==> config.mk <==
export PLATFORM = sky130hd
export DESIGN_NAME = id_issue
export DESIGN_NICKNAME = d
export VERILOG_FILES = /design/src/rtl/id_issue.sv
export SDC_FILE = /design/constraint.sdc
export NUM_CORES = 1
export LEC_CHECK = 0
export ABC_AREA = 1
export BUFFER_PORTS_ARGS = -buffer_cell sky130_fd_sc_hd__buf_2
export CORE_MARGIN = 2
export CORE_UTILIZATION = 25
export DETAILED_ROUTE_END_ITERATION = 12
export SLEW_MARGIN = 20
export SYNTH_ARGS = -nofsm -noshare
export SYNTH_HDL_FRONTEND = slang
export SYNTH_SLANG_ARGS = --single-unit
==> constraint.sdc <==
create_clock -name clk -period 1.95 [get_ports clk]
set_input_delay 0.0975 -clock clk [delete_from_list [all_inputs] [get_ports clk]]
set_output_delay 0.0975 -clock clk [all_outputs]
set_load 0.01 [all_outputs]
==> src/rtl/id_issue.sv <==
// Decode-to-execute issue register: resolves EXE/MEM operand forwarding,
// detects load-use hazards and registers the EXE-stage control/operand set.
module id_issue #(
  parameter int CNT_W = 16
) (
  input  logic             clk,
  input  logic             rst,
  input  logic             d_valid,
  input  logic [3:0]       d_aluc,
  input  logic             d_shift,
  input  logic             d_aluimm,
  input  logic             d_wreg,
  input  logic             d_m2reg,
  input  logic             d_wmem,
  input  logic [4:0]       d_rs,
  input  logic [4:0]       d_rt,
  input  logic             d_usea,
  input  logic             d_useb,
  input  logic [4:0]       d_rn,
  input  logic [31:0]      d_qa,
  input  logic [31:0]      d_qb,
  input  logic [31:0]      d_imm,
  input  logic [31:0]      e_result,
  input  logic             m_valid,
  input  logic             m_wreg,
  input  logic [4:0]       m_rn,
  input  logic [31:0]      m_wdata,
  input  logic             e_hold,
  input  logic             flush,
  output logic             stall,
  output logic             evalid,
  output logic             ewreg,
  output logic             em2reg,
  output logic             ewmem,
  output logic [4:0]       ern,
  output logic [3:0]       ealuc,
  output logic             eshift,
  output logic             ealuimm,
  output logic [31:0]      eqa,
  output logic [31:0]      eqb,
  output logic [31:0]      eimm,
  output logic [CNT_W-1:0] stall_cnt
);

  logic [31:0] fwd_a;
  logic [31:0] fwd_b;
  logic        e_fwd_ok;
  logic        m_fwd_ok;
  logic        lu;

  // A load in EXE has no data yet, so it is never a forwarding source here.
  assign e_fwd_ok = evalid && ewreg && !em2reg;
  assign m_fwd_ok = m_valid && m_wreg;

  always_comb begin
    fwd_a = d_qa;
    if (d_usea && d_rs != 5'd0) begin
      if (e_fwd_ok && ern == d_rs)      fwd_a = e_result;
      else if (m_fwd_ok && m_rn == d_rs) fwd_a = m_wdata;
    end
  end

  always_comb begin
    fwd_b = d_qb;
    if (d_useb && d_rt != 5'd0) begin
      if (e_fwd_ok && ern == d_rt)      fwd_b = e_result;
      else if (m_fwd_ok && m_rn == d_rt) fwd_b = m_wdata;
    end
  end

  assign lu = d_valid && !flush && evalid && ewreg && em2reg && (ern != 5'd0) &&
              ((d_usea && d_rs == ern) || (d_useb && d_rt == ern));

  assign stall = e_hold || lu;

  always_ff @(posedge clk) begin
    if (rst) begin
      evalid    <= 1'b0;
      ewreg     <= 1'b0;
      em2reg    <= 1'b0;
      ewmem     <= 1'b0;
      ern       <= '0;
      ealuc     <= '0;
      eshift    <= 1'b0;
      ealuimm   <= 1'b0;
      eqa       <= '0;
      eqb       <= '0;
      eimm      <= '0;
      stall_cnt <= '0;
    end else if (!e_hold) begin
      if (flush || !d_valid || lu) begin
        evalid  <= 1'b0;
        ewreg   <= 1'b0;
        em2reg  <= 1'b0;
        ewmem   <= 1'b0;
        ern     <= '0;
        ealuc   <= '0;
        eshift  <= 1'b0;
        ealuimm <= 1'b0;
        eqa     <= '0;
        eqb     <= '0;
        eimm    <= '0;
        if (lu && stall_cnt != '1) stall_cnt <= stall_cnt + CNT_W'(1);
      end else begin
        evalid  <= 1'b1;
        ewreg   <= d_wreg;
        em2reg  <= d_m2reg;
        ewmem   <= d_wmem;
        ern     <= d_rn;
        ealuc   <= d_aluc;
        eshift  <= d_shift;
        ealuimm <= d_aluimm;
        eqa     <= fwd_a;
        eqb     <= fwd_b;
        eimm    <= d_imm;
      end
    end
  end

endmodule

Yosys cells after proc, flatten, opt, wreduce, memory -nomap -nowiden
Index checks and enable logic that the tools add are counted.
- flip-flop bits (word level): 127
- input bits: 198
- logic and storage cells: 67
- add/subtract/negate cells: 1
- equal/unequal tests: 7
- multiplexer cells: 17
- bitwise gates (word level): 1
- reductions and logical operators: 29
- operators by type and width (operator ; count):
    32-bit two-way mux ; 9
    5-bit equality test ; 6
    1-bit logical AND ; 18
    16-bit by 1-bit adder with 16-bit output, second input constant ; 1
    16-bit != test, second input constant ; 1
    5-bit nonzero test ; 3
    1-bit two-way mux ; 6
    5-bit two-way mux ; 1
    1-bit logical OR ; 4
    4-bit two-way mux ; 1
    1-bit logical NOT ; 3
    3-bit AND reduction ; 1
    1-bit NOT ; 1

Logic depth before layout (Yosys ltp)
Gate-level depths: netlist of run 1.
- depth after elaboration: 9
- gate-level depth with buffers: 13
- depth with buffers taken out: 12

Least setup slack after synthesis of run 1
No wires, ideal clock.
- kind: reg-to-reg
- start: register ern[3]
- end: register eqb[4]
- setup time: 132 ps
- data arrival time: 1502 ps
- setup slack: 315 ps
- cell stages (with the launch flop): 14
- clock period less this slack: 1635 ps
- cell sequence: dfxtp_1 > inv_1 > nand2_1 > nand2_1 > nor2_1 > nand4_1 > nand2_1 > nand2_2 > nand3_2 > inv_2 > buf_6 > buf_6 > nand2_1 > a21oi_1
- cells in the longest elaborated chain, start to end: 6
- elaborated cells between the ends (all ways): 14
- classes of those cells: 3 x eq/ne; 3 x mux; 8 x reduce/logical
- ends and longest elaborated chain (item ; RTL line ; RTL):
    start: declaration ; 35 ; output logic [4:0] ern,
    start signal: assignment ; 109 ; ern <= d_rn;
    5-bit equality test, on equally long branches ; 72, 66 ;
    1-bit logical AND ; 72 ; ((d_usea && d_rs == ern) || (d_useb && d_rt == ern));
    1-bit logical OR ; 72 ;
    1-bit logical AND ; 71 ; assign lu = d_valid && !flush && evalid && ewreg && em2reg && (ern != 5'd0) &&
    1-bit logical OR ; 91 ; if (flush || !d_valid || lu) begin
    32-bit two-way mux * ; 91 ;
    end signal: assignment ; 114 ; eqb <= fwd_b;
    end: declaration ; 40 ; output logic [31:0] eqb,
Mark *: on every way between the ends. The rest lies on a longest branch, timed or not.
A chain may end at the register's enable or synchronous reset.

Final worst setup path of run 1
- start: register ern[2]
- end: output stall
- cells in the longest elaborated chain, start to end: 5
- elaborated cells between the ends (all ways): 9
- classes of those cells: 2 x eq/ne; 7 x reduce/logical
- ends and longest elaborated chain (item ; RTL line ; RTL):
    5-bit equality test ; 72 ;
    1-bit logical AND ; 72 ;
    1-bit logical OR ; 72 ;
    1-bit logical AND * ; 71 ;
    1-bit logical OR * ; 74 ; assign stall = e_hold || lu;
    end: declaration ; 30 ; output logic stall,
Marked as above.

==> run_results.csv, run 1 <==
group,metric,value,unit
sta,max_slew_margin,0.614,
synth,synth_fp_nets,1474,
drt,num_vias,9956,
setup_path,critPathLaunchType,"flop",
sta,maxClockFrequency,549,MHz
floorplanning,num_io_pins,326,
synth,post_synth_most_frequent_cells,"sky130_fd_sc_hd__nand2_1 (514), sky130_fd_sc_hd__nand3_1 (269), sky130_fd_sc_hd__dfxtp_1 (127)",
setup_path,critical_path.endpoint_type,"primary output",
floorplanning,start_util,0.254,
global_routing,grt_overflow_total,0,
synth,syn-instance-count,1275,
clock_network,cts_buffers,17,
hold_path,hold_path_class,"input pin to flop",
synth,yosysTopAreaCellShare,0.337,
drt,post_drt_wl_per_cell,17.3,µm
sta,final-setup-viol-count,0,
sta,timing_worst_slew_pin_value,0.579,ns
drt,avgViaCountPerCell,4.87,
place,finalWeightedCongestion,0.922,
cells_and_area,finish.utilization,0.376,
power_and_ir_drop,worst_ir_drop_vdd,0.000569,V
floorplanning,full_die_area,31500,µm²
cells_and_area,nets,1837,
clock_network,clock_sink_count,127,
setup_path,criticalPathCategory,"flop to primary output",
sta,final_max_slew_viol_count,0,
drt,drc,0,
floorplanning,die_height,178,µm
place,numPortBuffers,325,
synth,yosys.cell_count.top_type,"sky130_fd_sc_hd__nand2_1",
global_routing,grt_start_max_net_pins,112,
cells_and_area,fillerInstances,3267,
floorplanning,placement_rows,63,
drt,drt-pass1-iter-count,5,
synth,synth_sequential_area_ratio,0.337,
floorplanning,die_width,178,µm
global_routing,grt_util_all_layers,0.223,
sta,finalSetupTns,0,ns
synth,synth.distinct_cells,25,
sta,period_needed,1.82,ns
global_routing,grt_pass1_vias,9705,
setup_path,worstPathMaxFanout,6,
synth,ffs_w_async_s_r_synth,0,
clock_network,h-tree-depth,4,
global_routing,grt_antenna_before_repair,10,
clock_network,tritoncts,"yes",
clock_network,clock_latency,0.44,ns
job,timing.max_cap.violations,0,
power_and_ir_drop,power.static_leakage,0.00547,µW
synth,synth.ff_latch_count,127,
synth,synth_top_cells_by_area,"sky130_fd_sc_hd__dfxtp_1 (34%), sky130_fd_sc_hd__nand2_1 (26%), sky130_fd_sc_hd__nand3_1 (18%), sky130_fd_sc_hd__a21oi_1 (7.9%), sky130_fd_sc_hd__inv_1 (3.7%)",
global_routing,global_route_wire_length_before_repair,54100,µm
synth,synth_edf_count,0,
synth,synth-main-ff-cell,"sky130_fd_sc_hd__dfxtp_1",
drt,antenna_left,0,
cells_and_area,post_synthesis_to_final_layout_area_growth,48.0,%
setup_path,critPathRequiredTime,1.85,ns
place,detailedPlacementHpwl,25100,µm
clock_network,cts.clk_slew.worst_paths,0.07,ns
run_status,outcome,"completed",
synth,netlist_area,7530,µm²
drt,initialDrtViolationCount,651,
sta,finalClockSkew,0.0101,ns
synth,yosysTopAreaCell,"sky130_fd_sc_hd__dfxtp_1",
synth,yosys_warnings,0,
clock_network,cts_max_path_buffers,2,
clock_network,cts.root.buffer_cell,"sky130_fd_sc_hd__clkbuf_16",
synth,synth_area_per_cell,5.91,µm²
sta,unrepaired_setup_endpoints_after_global_routing,"true",
sta,hold_viol,0,
setup_path,critical_path_arrival,1.72,ns
sta,fin_hold_ws,0.0318,ns
cells_and_area,fraction_of_final_layout_cells_with_drive_strength_greater_than_1,0.253,
drt,finalWirelength,35300,µm
clock_network,cts_setup_buffers,0,
sta,min_period_over_period,0.934,
floorplanning,core_region,29600,µm²
power_and_ir_drop,cellPowerDensity,680,nW/µm²
==> worst max-delay path, stage by stage (launching register included) <==
cell and delay (ns):
sky130_fd_sc_hd__dfxtp_2 0.39, sky130_fd_sc_hd__inv_1 0.07, sky130_fd_sc_hd__nand2_1 0.06, sky130_fd_sc_hd__nand2_1 0.07, sky130_fd_sc_hd__nor2_2 0.12, sky130_fd_sc_hd__nand4_1 0.12, sky130_fd_sc_hd__nand2_2 0.11, sky130_fd_sc_hd__nand2_2 0.08
sky130_fd_sc_hd__nand2_1 0.12, sky130_fd_sc_hd__buf_2 0.14
==> sequential cells by signal (all words and copies together) (netlist names) <==
signal     count
ealuc          4
ealuimm        1
eimm          32
em2reg         1
eqa           32
eqb           32
ern            5
eshift         1
evalid         1
ewmem          1
ewreg          1
stall_cnt     16
==> cells by family (layout without fill, tap and decap cells) <==
logic type               Yosys count  in the layout  synth area share
XOR/XNOR                           4              4           0.00465
flip-flops                       127            127             0.337
adder cells (fa/ha/maj)            1              1           0.00166
AND/OR/NAND/NOR                  848            848             0.473
AO/OA/AOI/OAI                    130            130            0.0872
other                              0              5                 0
buffers and inverters            165            541            0.0958
==> placed cells by master, fill, tap and decap left out, types with 3 or more instances in the layout <==
| cell type | synthesis | routed |
|---|---|---|
| sky130_fd_sc_hd__nand2_1 | 514 | 513 |
| sky130_fd_sc_hd__buf_2 | 16 | 323 |
| sky130_fd_sc_hd__nand3_1 | 269 | 267 |
| sky130_fd_sc_hd__dfxtp_1 | 127 | 123 |
| sky130_fd_sc_hd__a21oi_1 | 119 | 119 |
| sky130_fd_sc_hd__inv_1 | 74 | 74 |
| sky130_fd_sc_hd__dlygate4sd3_1 | 0 | 74 |
| sky130_fd_sc_hd__nor2_1 | 47 | 34 |
| sky130_fd_sc_hd__buf_4 | 0 | 20 |
| sky130_fd_sc_hd__clkbuf_16 | 0 | 17 |
| sky130_fd_sc_hd__buf_12 | 0 | 14 |
| sky130_fd_sc_hd__nor2_2 | 2 | 8 |
| sky130_fd_sc_hd__nor2_4 | 0 | 7 |
| sky130_fd_sc_hd__nor3_1 | 6 | 6 |
| sky130_fd_sc_hd__o21ai_0 | 6 | 6 |
| sky130_fd_sc_hd__diode_2 | 0 | 5 |
| sky130_fd_sc_hd__nand4_1 | 5 | 5 |
| sky130_fd_sc_hd__bufinv_16 | 0 | 5 |
| sky130_fd_sc_hd__nand3_2 | 2 | 4 |
| sky130_fd_sc_hd__clkinv_4 | 0 | 4 |
| sky130_fd_sc_hd__dfxtp_2 | 0 | 4 |
| sky130_fd_sc_hd__xor2_1 | 3 | 3 |
| sky130_fd_sc_hd__inv_2 | 4 | 3 |
| sky130_fd_sc_hd__clkbuf_8 | 0 | 3 |
==> repair_timing <==
action	4_1_cts	5_1_grt
hold endpoints to repair	82	0
hold buffers	74	0
pin swaps	0	0
gates resized for setup	1	11
setup endpoints to repair	1	106
==> metal layers <==
| layer | global-route usage | vias to the layer above | share of wire |
|---|---|---|---|
| met2 | 0.386 | 457 | 0.47 |
| met1 | 0.257 | 4560 | 0.41 |
| met3 | 0.0690 | 72 | 0.095 |
| li1 | - | 4855 | - |
| met5 | 0 | - | 0.0020 |
| met4 | 0.0820 | 12 | 0.023 |
==> final cells by class <==
type | count | area [µm²] | area share
sequential | 127 | 2550 | 0.228
multi-input combinational | 983 | 4350 | 0.390
tap | 390 | 488 | 0.0437
timing repair buffer | 431 | 2790 | 0.250
inverter | 78 | 295 | 0.0265
clock inverter | 12 | 206 | 0.0185
antenna | 5 | 12.5 | 0.00112
clock buffer | 20 | 467 | 0.0418
==> through the flow <==
stage | cell area [µm²] | setup slack, ns | power (µW) | std cells
after global placement | 9700 | 0.0954 | 3830 | 1935
after CTS | 11100 | 0.00622 | 7680 | 2041
after global routing | 11100 | -0.0144 | 7910 | 2042
after floorplan | 7530 | 0.315 | 3280 | 1275
final | 11200 | 0.128 | 7580 | 2046
after detailed placement | 9700 | 0.115 | 3840 | 1935
==> report_power, final <==
group | switching (µW) | internal [µW]
logic | 712 | 510
registers | 32.1 | 2650
clock network | 1300 | 2380
total | 2040 | 5540
==> final timing paths <==
path,startpoint,endpoint,slack (ns),depth (start not counted)
worst max register to register,ern[4]$_SDFFE_PP0N_,eqb[4]$_SDFFE_PP0N_,0.20,8
worst min-delay path,d_qb[31],eqb[31]$_SDFFE_PP0N_,0.03,5
worst max-delay path,ern[2]$_SDFFE_PP0N_,stall,0.13,9
worst min register to register,eqb[7]$_SDFFE_PP0N_,eqb[7]$_SDFFE_PP0N_,0.45,2
No activity file was read; power rests on OpenSTA's default activity.
==> inputs of run 2 (changes only) <==
- CTS_BUF_LIST: unset -> sky130_fd_sc_hd__clkbuf_16
- clock period: 1.95 -> 1.66 ns (I/O delays scaled with it)
==> run 2 against run 1 <==
Against the previous run: the run now ends with setup timing left; die area did not move; clock skew rose by 0.0055 ns; hold slack got worse by 0.018 ns.
==> run_results.csv, run 2 (synthesis gave the netlist of run 1 again) <==
group,metric,value,unit
run_status,outcome,"finished with violations",
run_status,violations,"setup timing",
setup_path,worstPathMaxFanout,8,
clock_network,clock_latency,0.43,ns
cells_and_area,nets,1904,
cells_and_area,layout_top_registers,"eimm: 32 flops, eqa: 32 flops, eqb: 32 flops",
setup_path,cpMostUsedCell,"sky130_fd_sc_hd__nand2_1",
drt,post_drt_wl_per_cell,19.0,µm
sta,hold_viol,0,
setup_path,timing.critical_path.buf_inv,4,
place,detailedPlacementHpwl,25100,µm
clock_network,h-tree-depth,4,
drt,antenna_left,0,
setup_path,crit_path_max_incr_delay,0.38,ns
clock_network,cts_buffers,17,
drt,finalWirelength,40000,µm
floorplanning,start_util,0.254,
setup_path,critical-path-slowest-cell,"sky130_fd_sc_hd__dfxtp_4",
place,finalWeightedCongestion,0.890,
setup_path,critical_path.top_delay_family,"simple AND/OR/NAND/NOR gates",
power_and_ir_drop,power.static_leakage,0.00631,µW
floorplanning,die_width,178,µm
global_routing,grt_start_max_net_pins,112,
drt,drt-pass1-iter-count,5,
place,numPortBuffers,325,
floorplanning,core_region,29600,µm²
setup_path,timing.critical_path.cells,"inv_2 -> nand2_1 -> nand2_1 -> nor2_2 -> nand4_1 -> nand2_2 -> nand2_4 -> nand3_4 -> inv_8 -> buf_12 -> clkbuf_16 -> nand2_1 -> a21oi_1",
global_routing,grt_antenna_before_repair,9,
hold_path,hold_start,"d_qb[3]",
job,timing.max_cap.violations,0,
setup_path,startpoint,"ern[0]$_SDFFE_PP0N_",
power_and_ir_drop,worst_ir_drop_vdd,0.000602,V
drt,initialDrtViolationCount,618,
global_routing,grt_pass1_vias,10100,
clock_network,cts.clk_slew.worst_paths,0.07,ns
setup_path,critical_path.endpoint_type,"flop",
drt,drc,0,
cells_and_area,layout.cells.most_common,"sky130_fd_sc_hd__nand2_1",
sta,final_max_slew_viol_count,0,
sta,min_period_over_period,1.09,
floorplanning,full_die_area,31500,µm²
sta,unrepaired_setup_endpoints_after_global_routing,"true",
sta,period_needed,1.82,ns
setup_path,criticalPathCategory,"flop to flop",
drt,num_vias,10500,
setup_path,regToRegStartpoint,"ern[0]$_SDFFE_PP0N_",
sta,finalClockSkew,0.0156,ns
floorplanning,num_io_pins,326,
setup_path,critPathLaunchType,"flop",
global_routing,grt_util_all_layers,0.238,
power_and_ir_drop,cellPowerDensity,666,nW/µm²
sta,fin_hold_ws,0.0134,ns
place,dp.cells,1962,
sta,max_slew_margin,0.547,
sta,final-setup-viol-count,127,
clock_network,tritoncts,"yes",
clock_network,cts_max_path_buffers,2,
setup_path,critical_path_arrival,2.09,ns
clock_network,clock_sink_count,127,
sta,timing_worst_slew_pin_value,0.680,ns
cells_and_area,post_synthesis_to_final_layout_area_growth,75.2,%
sta,post-route-worst-setup-slack,-0.158,ns
floorplanning,placement_rows,63,
floorplanning,die_height,178,µm
global_routing,grt_overflow_total,0,
global_routing,global_route_wire_length_before_repair,56900,µm
setup_path,critPathRequiredTime,1.94,ns
cells_and_area,post_layout_nonfiller_instances,2112,
drt,avgViaCountPerCell,4.97,
cells_and_area,mostFrequentLayoutCells,"sky130_fd_sc_hd__nand2_1 (422), sky130_fd_sc_hd__buf_2 (322), sky130_fd_sc_hd__nand3_1 (169)",
cells_and_area,fraction_of_final_layout_cells_with_drive_strength_greater_than_1,0.411,
clock_network,cts.root.buffer_cell,"sky130_fd_sc_hd__clkbuf_16",
hold_path,hold_path_class,"input pin to flop",
sta,maxClockFrequency,550,MHz
[run 2: cell count changes in the layout (fill, tap and decap cells not counted), moves of 12 or more]
cell                      before  now
sky130_fd_sc_hd__a21oi_1     119   93
sky130_fd_sc_hd__a21oi_2       0   26
sky130_fd_sc_hd__buf_4        20   43
sky130_fd_sc_hd__buf_6         0   12
sky130_fd_sc_hd__nand2_1     513  422
sky130_fd_sc_hd__nand2_2       2   75
sky130_fd_sc_hd__nand2_4       0   18
sky130_fd_sc_hd__nand3_1     267  169
sky130_fd_sc_hd__nand3_2       4   89
sky130_fd_sc_hd__nand3_4       0   13
[run 2: worst reg2reg max path, stage by stage, from the launching register on]
cell	delay (ns)
sky130_fd_sc_hd__dfxtp_4	0.38
sky130_fd_sc_hd__inv_2	0.03
sky130_fd_sc_hd__nand2_1	0.05
sky130_fd_sc_hd__nand2_1	0.05
sky130_fd_sc_hd__nor2_2	0.16
sky130_fd_sc_hd__nand4_1	0.15
sky130_fd_sc_hd__nand2_2	0.12
sky130_fd_sc_hd__nand2_4	0.08
sky130_fd_sc_hd__nand3_4	0.13
sky130_fd_sc_hd__inv_8	0.06
sky130_fd_sc_hd__buf_12	0.16
sky130_fd_sc_hd__clkbuf_16	0.19
sky130_fd_sc_hd__nand2_1	0.07
sky130_fd_sc_hd__a21oi_1	0.05
[run 2: final timing paths]
| check | to | slack [ns] | cells past startpoint |
|---|---|---|---|
| max | eqb[8]$_SDFFE_PP0N_ | -0.16 | 13 |
| min | eqb[3]$_SDFFE_PP0N_ | 0.01 | 5 |
| max reg2reg | eqb[8]$_SDFFE_PP0N_ | -0.16 | 13 |
| min reg2reg | eimm[26]$_SDFFE_PP0N_ | 0.46 | 2 |
[run 2: where the power goes]
| group | internal, µW | switching [µW] |
|---|---|---|
| Sequential | 3110 | 37.1 |
| Combinational | 785 | 1010 |
| Clock | 2330 | 1520 |
[run 2: what timing repair did]
item	4_1_cts	5_1_grt
hold buffers	75	0
endpoints found under the setup margin	127	127
pin swaps	35	78
gates cloned	12	9
setup buffers	14	6
resized for setup	148	170
hold endpoints to repair	75	0
[run 2: layer usage]
layer | GRT usage | share of wire | wire, µm | up-vias
met1 | 0.277 | 0.39 | 15800 | 4883
met2 | 0.404 | 0.47 | 18900 | 490
met3 | 0.0733 | 0.097 | 3900 | 104
li1 | - | - | - | 5005
met4 | 0.0932 | 0.034 | 1360 | 12
met5 | 0 | 0.0016 | 63 | -
[run 2: stage by stage]
step / total power, µW / setup slack, ns / setup TNS [ns] / utilization / cell area, µm²
floorplan: 3860 / 0.0253 / 0 / - / 7530
global placement: 4530 / -0.208 / -7.41 / 0.337 / 9990
detailed placement: 4540 / -0.218 / -11.11 / 0.337 / 9990
CTS: 8720 / -0.132 / -4.75 / 0.415 / 12300
global route: 9150 / -0.284 / -27.96 / 0.445 / 13200
finish: 8780 / -0.158 / -12.44 / 0.445 / 13200
[run 2: layout make-up]
cell class              instances  area [µm²]
clock buffers                  17         425
diodes                          4        10.0
multi-input cells             983        5430
fillers                      2985       16400
flip-flops and latches        127        2560
inverters                      78         300
well taps                     390         488
repair buffers                498        3840
clock inverters                15         155
